$ cat src/rtl/ex_mem_stage_reg.sv
// EX/MEM pipeline register with valid/ready handshake, optional skid slot,
// flush-to-bubble and a saturating stall counter.
module ex_mem_stage_reg #(
    parameter int M_W    = 3,
    parameter int WB_W   = 3,
    parameter int DATA_W = 32,
    parameter int REG_W  = 5,
    parameter int SKID   = 1,
    parameter int CNT_W  = 16
) (
    input  logic              clk,
    input  logic              rst_n,
    input  logic              flush,
    input  logic              in_valid,
    output logic              in_ready,
    input  logic [M_W-1:0]    M,
    input  logic [WB_W-1:0]   WB,
    input  logic [DATA_W-1:0] Add_result,
    input  logic              zero,
    input  logic [DATA_W-1:0] Alu_result,
    input  logic [DATA_W-1:0] Dato2,
    input  logic [REG_W-1:0]  Direccion,
    input  logic [DATA_W-1:0] jump_address,
    output logic              out_valid,
    input  logic              out_ready,
    output logic [M_W-1:0]    M_out,
    output logic [WB_W-1:0]   WB_out,
    output logic [DATA_W-1:0] Add_result_out,
    output logic              zero_out,
    output logic [DATA_W-1:0] Alu_result_out,
    output logic [DATA_W-1:0] Dato2_out,
    output logic [REG_W-1:0]  Direccion_out,
    output logic [DATA_W-1:0] jump_address_out,
    output logic [CNT_W-1:0]  stall_cnt
);

    localparam int BUS_W = M_W + WB_W + 4*DATA_W + 1 + REG_W;
    localparam logic [CNT_W-1:0] CNT_ONE = {{(CNT_W-1){1'b0}}, 1'b1};

    typedef enum logic [1:0] {
        ST_EMPTY = 2'd0,
        ST_FULL  = 2'd1,
        ST_BOTH  = 2'd2
    } state_t;

    state_t             r_state;
    state_t             w_nstate;
    logic [BUS_W-1:0]   r_main;
    logic [BUS_W-1:0]   r_skid;
    logic [CNT_W-1:0]   r_stall;
    logic [BUS_W-1:0]   w_in_bus;
    logic [M_W-1:0]     w_m;
    logic [WB_W-1:0]    w_wb;
    logic               w_xin;
    logic               w_xout;
    logic               w_ld_main_in;
    logic               w_ld_main_skid;
    logic               w_ld_skid;

    assign w_in_bus = {M, WB, Add_result, zero, Alu_result, Dato2, Direccion, jump_address};
    assign {w_m, w_wb, Add_result_out, zero_out, Alu_result_out, Dato2_out,
            Direccion_out, jump_address_out} = r_main;

    assign out_valid = (r_state != ST_EMPTY);
    // Control groups are forced to a NOP whenever the slot holds no valid bundle.
    assign M_out     = out_valid ? w_m  : '0;
    assign WB_out    = out_valid ? w_wb : '0;
    assign stall_cnt = r_stall;

    generate
        if (SKID != 0) begin : g_skid
            assign in_ready = (r_state != ST_BOTH);
        end else begin : g_noskid
            assign in_ready = !out_valid | out_ready;
        end
    endgenerate

    assign w_xin  = in_valid & in_ready;
    assign w_xout = out_valid & out_ready;

    always_ff @(posedge clk or negedge rst_n) begin
        if (!rst_n) begin
            r_state <= ST_EMPTY;
        end else begin
            r_state <= w_nstate;
        end
    end

    always_comb begin
        w_nstate       = r_state;
        w_ld_main_in   = 1'b0;
        w_ld_main_skid = 1'b0;
        w_ld_skid      = 1'b0;
        if (flush) begin
            w_nstate = ST_EMPTY;
        end else begin
            case (r_state)
                ST_EMPTY: begin
                    if (in_valid) begin
                        w_ld_main_in = 1'b1;
                        w_nstate     = ST_FULL;
                    end
                end
                ST_FULL: begin
                    if (w_xin && w_xout) begin
                        w_ld_main_in = 1'b1;
                    end else if (w_xout) begin
                        w_nstate = ST_EMPTY;
                    end else if (w_xin && (SKID != 0)) begin
                        // Main is blocked downstream: park the new bundle behind it.
                        w_ld_skid = 1'b1;
                        w_nstate  = ST_BOTH;
                    end
                end
                ST_BOTH: begin
                    if (out_ready) begin
                        w_ld_main_skid = 1'b1;
                        w_nstate       = ST_FULL;
                    end
                end
                default: w_nstate = ST_EMPTY;
            endcase
        end
    end

    // Data fields are left untouched by flush; only the valid state is killed.
    always_ff @(posedge clk or negedge rst_n) begin
        if (!rst_n) begin
            r_main <= '0;
        end else if (w_ld_main_in) begin
            r_main <= w_in_bus;
        end else if (w_ld_main_skid) begin
            r_main <= r_skid;
        end
    end

    always_ff @(posedge clk or negedge rst_n) begin
        if (!rst_n) begin
            r_skid <= '0;
        end else if (w_ld_skid) begin
            r_skid <= w_in_bus;
        end
    end

    always_ff @(posedge clk or negedge rst_n) begin
        if (!rst_n) begin
            r_stall <= '0;
        end else if (out_valid && !out_ready && (r_stall != {CNT_W{1'b1}})) begin
            r_stall <= r_stall + CNT_ONE;
        end
    end

endmodule
$ cat config.mk
export PLATFORM = sky130hd
export DESIGN_NAME = ex_mem_stage_reg
export DESIGN_NICKNAME = d
export VERILOG_FILES = /design/src/rtl/ex_mem_stage_reg.sv
export SDC_FILE = /design/constraint.sdc
export NUM_CORES = 1
export LEC_CHECK = 0
export BUFFER_PORTS_ARGS = -buffer_cell sky130_fd_sc_hd__buf_4
export CORE_MARGIN = 2
export CORE_UTILIZATION = 35
export DETAILED_ROUTE_END_ITERATION = 16
export PLACE_DENSITY = 0.52
export SYNTH_ARGS = -nofsm -noshare
export SYNTH_HDL_FRONTEND = slang
export SYNTH_SLANG_ARGS = --single-unit
$ cat constraint.sdc
create_clock -name clk -period 5.33 [get_ports clk]
set_input_delay 0.7995 -clock clk [delete_from_list [all_inputs] [get_ports clk]]
set_output_delay 0.7995 -clock clk [all_outputs]
set_load 0.01 [all_outputs]
### Yosys cells after proc, flatten, opt, wreduce, memory -nomap -nowiden

Cells that the tools add are included.

* add/sub/neg operators: 1
* bitwise operators: 2
* equal/unequal tests: 8
* mux-type cells: 23
* reduce and logical (&&, ||, !) cells: 8

Operators with widths (count)
* $mux 140: 2
* $add 16x1->16 const B: 1
* $ne 16x16->1 const B: 1
* $mux 2: 6
* $mux 1: 11
* $ne 3x3->1 const B: 3
* $mux 3: 2
* $pmux 2 s3: 1
* $ne 4x4->1 const B: 1
* $reduce_and 4->1: 1
* $reduce_bool 2->1: 2
* $logic_and 1x1->1: 3
* $and 1x1->1: 2
* $eq 2x1->1 const B: 1
* $eq 2x2->1 const B: 1
* $logic_not 2->1: 1
* $ne 2x2->1 const B: 1
* $pmux 1 s2: 1
* $logic_not 1->1: 1

* register bits after elaboration: 298
* logic and storage cells: 46

### Depth between registers and ports, before layout

* word-level depth: 7
* depth in mapped cells: 8

### Least setup slack after synthesis

OpenSTA, ideal clock, no wires.

* path kind: input-to-reg
* from: in flush
* to: reg r_skid[50]
* data required time: 5.202 ns
* setup time: 0.128 ns
* path slack: 3.436 ns
* data arrival time: 1.767 ns
* stages: 5
* path through: nor3b_4 nand2_1 buf_2 buf_4 mux2_1

* word-level cells in the longest chain between the ends: 1

Ends and longest elaborated chain
* from (decl): RTL line 13 `input logic flush,`
* $mux 1: RTL line 94 `if (flush) begin`
* to (signal assigned): RTL line 141 `r_skid <= w_in_bus;`
* to (decl): RTL line 49 `logic [BUS_W-1:0] r_skid;`

Every way passes these cells.
A chain may end at the register's enable or synchronous reset.

### Final worst setup path

* from: reg r_state[1]
* to: out WB_out[1]

* word-level cells in the longest chain between the ends: 2

Ends and longest elaborated chain
* from (decl): RTL line 46 `state_t r_state;`
* from (signal assigned): RTL line 85 `r_state <= w_nstate;`
* $reduce_bool 2->1: RTL line 64 `assign out_valid = (r_state != ST_EMPTY);`
* $mux 3: RTL line 67 `assign WB_out = out_valid ? w_wb : '0;`
* to (decl): RTL line 27 `output logic [WB_W-1:0] WB_out,`

Every way passes these cells.

==> impl_metrics.toml <==
[timing]
fin_tns_setup_ns = 0
slew_headroom = 0.274
timing.final.crit_share = 0.478
setup_ws_ns = 2.78
slew_viol_final = 0
skew_ns = 0.0191
tightest_slew_ns = 1.09
final-setup-viol-count = 0
whs_ns = 0.289
fmax_mhz = 393
post-route-min-period_ns = 2.55
rsz0062_at_grt = "false"
hold_viol = 0

[worst_setup_path]
cp_cell_sequence = "nor2_1 > nor2b_1 > buf_4"
slowest_stage = "dfrtp_1"
cp_max_fo = 8
crit_path_max_incr_delay_ns = 0.47
crit_path_start = "r_state[1]"
end_kind = "output pin"
required_ns = 4.53
worstPathArrival_ns = 1.75
r2r_start = "r_state[1]"
critPathBufInv = 1
start_kind = "flip-flop"
cp_top_family = "simple AND/OR/NAND/NOR gates"
critPathKind = "flip-flop to output pin"

[outcome]
outcome = "finished clean"

[placed_design]
portBuffers = 302
postPlaceCellArea_um2 = 14700
preCtsSetupSlack_ns = 2.38
dp_hpwl_um = 19200
gp_congestion = 0.737
dp_cells = 1718

[synthesis]
synth_top_cell_by_area = "dfrtp_1"
ys_warn_count = 0
synth.top_cells.by_area = "dfrtp_1, mux2_2, nand2_1"
syn-instance-count = 1137
yosys_register_bits = 298
synth_top_area_frac = 0.571
synth_area_um2 = 13100
synth.distinct_cells = 41
avgSynthCellArea_um2 = 11.5
synth_nets = 1283
ys_seq_area_frac = 0.571

[floorplan]
die_area_um2 = 38800
core_area_um2 = 36700
rows = 70
fp.dieW_um = 197
boundaryPins = 303
initial_core_util = 0.356
die_y_um = 197

[final_layout]
num-nets-final = 1434
num-fill-cells = 3535
area_growth_pct = 21.9
stdcell_count = 1780
drive_above_1_share = 0.362
final_util = 0.433
num_antenna_cells = 0
fin_area_um2 = 15900

[power_and_ir_drop]
power_density_nw_per_um2 = 420
power_mw = 6.68
ir_worst_vdd_mv = 0.252
p_leak_nw = 7.87

[global_route]
antenna_found_initial = 0
grt_pass1_wl_um = 49900
grt_use_total = 0.162
grt_max_degree = 112
grt_overflow_total = 0
grt_pass1_vias = 8740

[cts]
post_cts_resize_count = 0
cts_buffer_depth = 3
cts_root_buf = "clkbuf_16"
cts_max_level = 2
cts_hold_buf = 0
cts_buffers = 36
cts.sinks = 298
path_clk_slew_ns = 0.06
cts_tree = "done"
cts_setup_buffers = 0
clk_latency_ns = 0.54

[route]
drc_errors = 0
vias_per_cell = 4.87
ant_nets = 0
first_pass_iters = 5
via_count = 8670
routed_wl_um = 31400
first_iter_violations = 372
routedWlPerCell_um = 17.6

[flow_run]
maxCapViolations = 0

[min_path]
hold_class = "input pin to async pin"
==> placed cells by master (no fill, tap or decap), drive strengths merged <==
cell type,instances
nand3,9
dfrtp,298
o21bai,1
a22oi,140
clkinvlp,1
nor2,7
bufinv,3
a31oi,2
clkinv,4
nor4,2
xor2,8
a21oi,3
nand2,287
clkbuf,52
and3,2
nand4,5
and2,1
o22a,1
nor3,4
and4bb,1
a41oi,2
nor3b,4
or3,1
o31ai,1
nor4b,2
nor2b,7
xnor2,3
ha,1
nand4b,1
nand2b,2
mux2i,2
buf,310
mux2,142
inv,3
==> worst paths after layout <==
path | cells after the start | endpoint | slack, ns
setup / recovery | 3 | WB_out[1] | 2.78
hold / removal | 1 | r_skid[111] | 0.29
setup reg to reg | 4 | r_skid[80] | 2.78
hold reg to reg | 2 | r_main[134] | 0.46
max in group asynchronous | 2 | r_main[123] | 3.78
min in group clk | 2 | r_main[134] | 0.46
==> worst reg2reg max path: stages (launching register included) <==
cell and delay, ns:
dfrtp_1 0.47, nor3b_4 0.36, nand2_4 0.53, buf_12 0.51, mux2_1 0.57
==> layer usage <==
layer,global-route usage,vias to the layer above,wire [um]
li1,-,4070,-
met1,0.225,4310,14400
met2,0.239,248,13800
met3,0.0519,42,2540
met4,0.0557,0,702
met5,0,-,0
==> power by group <==
| group | total, mW | internal [mW] | switching, mW |
|---|---|---|---|
| Combinational | 1.16 | 0.637 | 0.520 |
| Clock | 2.46 | 1.51 | 0.946 |
| Sequential | 3.06 | 2.78 | 0.288 |
==> synthesized netlist by cell type, drive strengths merged <==
cell type	n
dfrtp	298
nand2	287
buf	183
mux2	142
a22oi	140
clkbuf	14
nand3	9
xor2	8
nor2	7
nor2b	7
nand4	5
nor3	4
nor3b	4
a21oi	3
xnor2	3
a31oi	2
a41oi	2
and3	2
mux2i	2
nand2b	2
nor4	2
nor4b	2
and2	1
and4bb	1
ha	1
inv	1
nand4b	1
o21bai	1
o22a	1
o31ai	1
or3	1
==> cell type report <==
cell class	instances	area [um^2]	share of cell area
Clock inverter	10	135	0.00850
Tap cell	468	586	0.0368
Timing Repair Buffer	310	2380	0.150
Inverter	1	3.75	0.000236
Sequential cell	298	7460	0.469
Clock buffer	52	1050	0.0662
Multi-Input combinational cell	641	4290	0.270
==> kinds of logic (layout without fill, tap and decap cells) <==
group | Yosys count | in the layout | share of synthesized area
fa+ha+maj | 1 | 1 | 0.000959
compound gates | 150 | 150 | 0.0864
xor+xnor | 11 | 11 | 0.00738
mux | 144 | 144 | 0.124
buf+inv | 198 | 373 | 0.102
flops | 298 | 298 | 0.571
simple gates | 335 | 335 | 0.108
==> sequential cells by signal, indices dropped and copies added, names as in the netlist <==
name       flops
r_main       140
r_skid       140
stall_cnt     16
r_state        2
(Power assumes the default switching activity.)
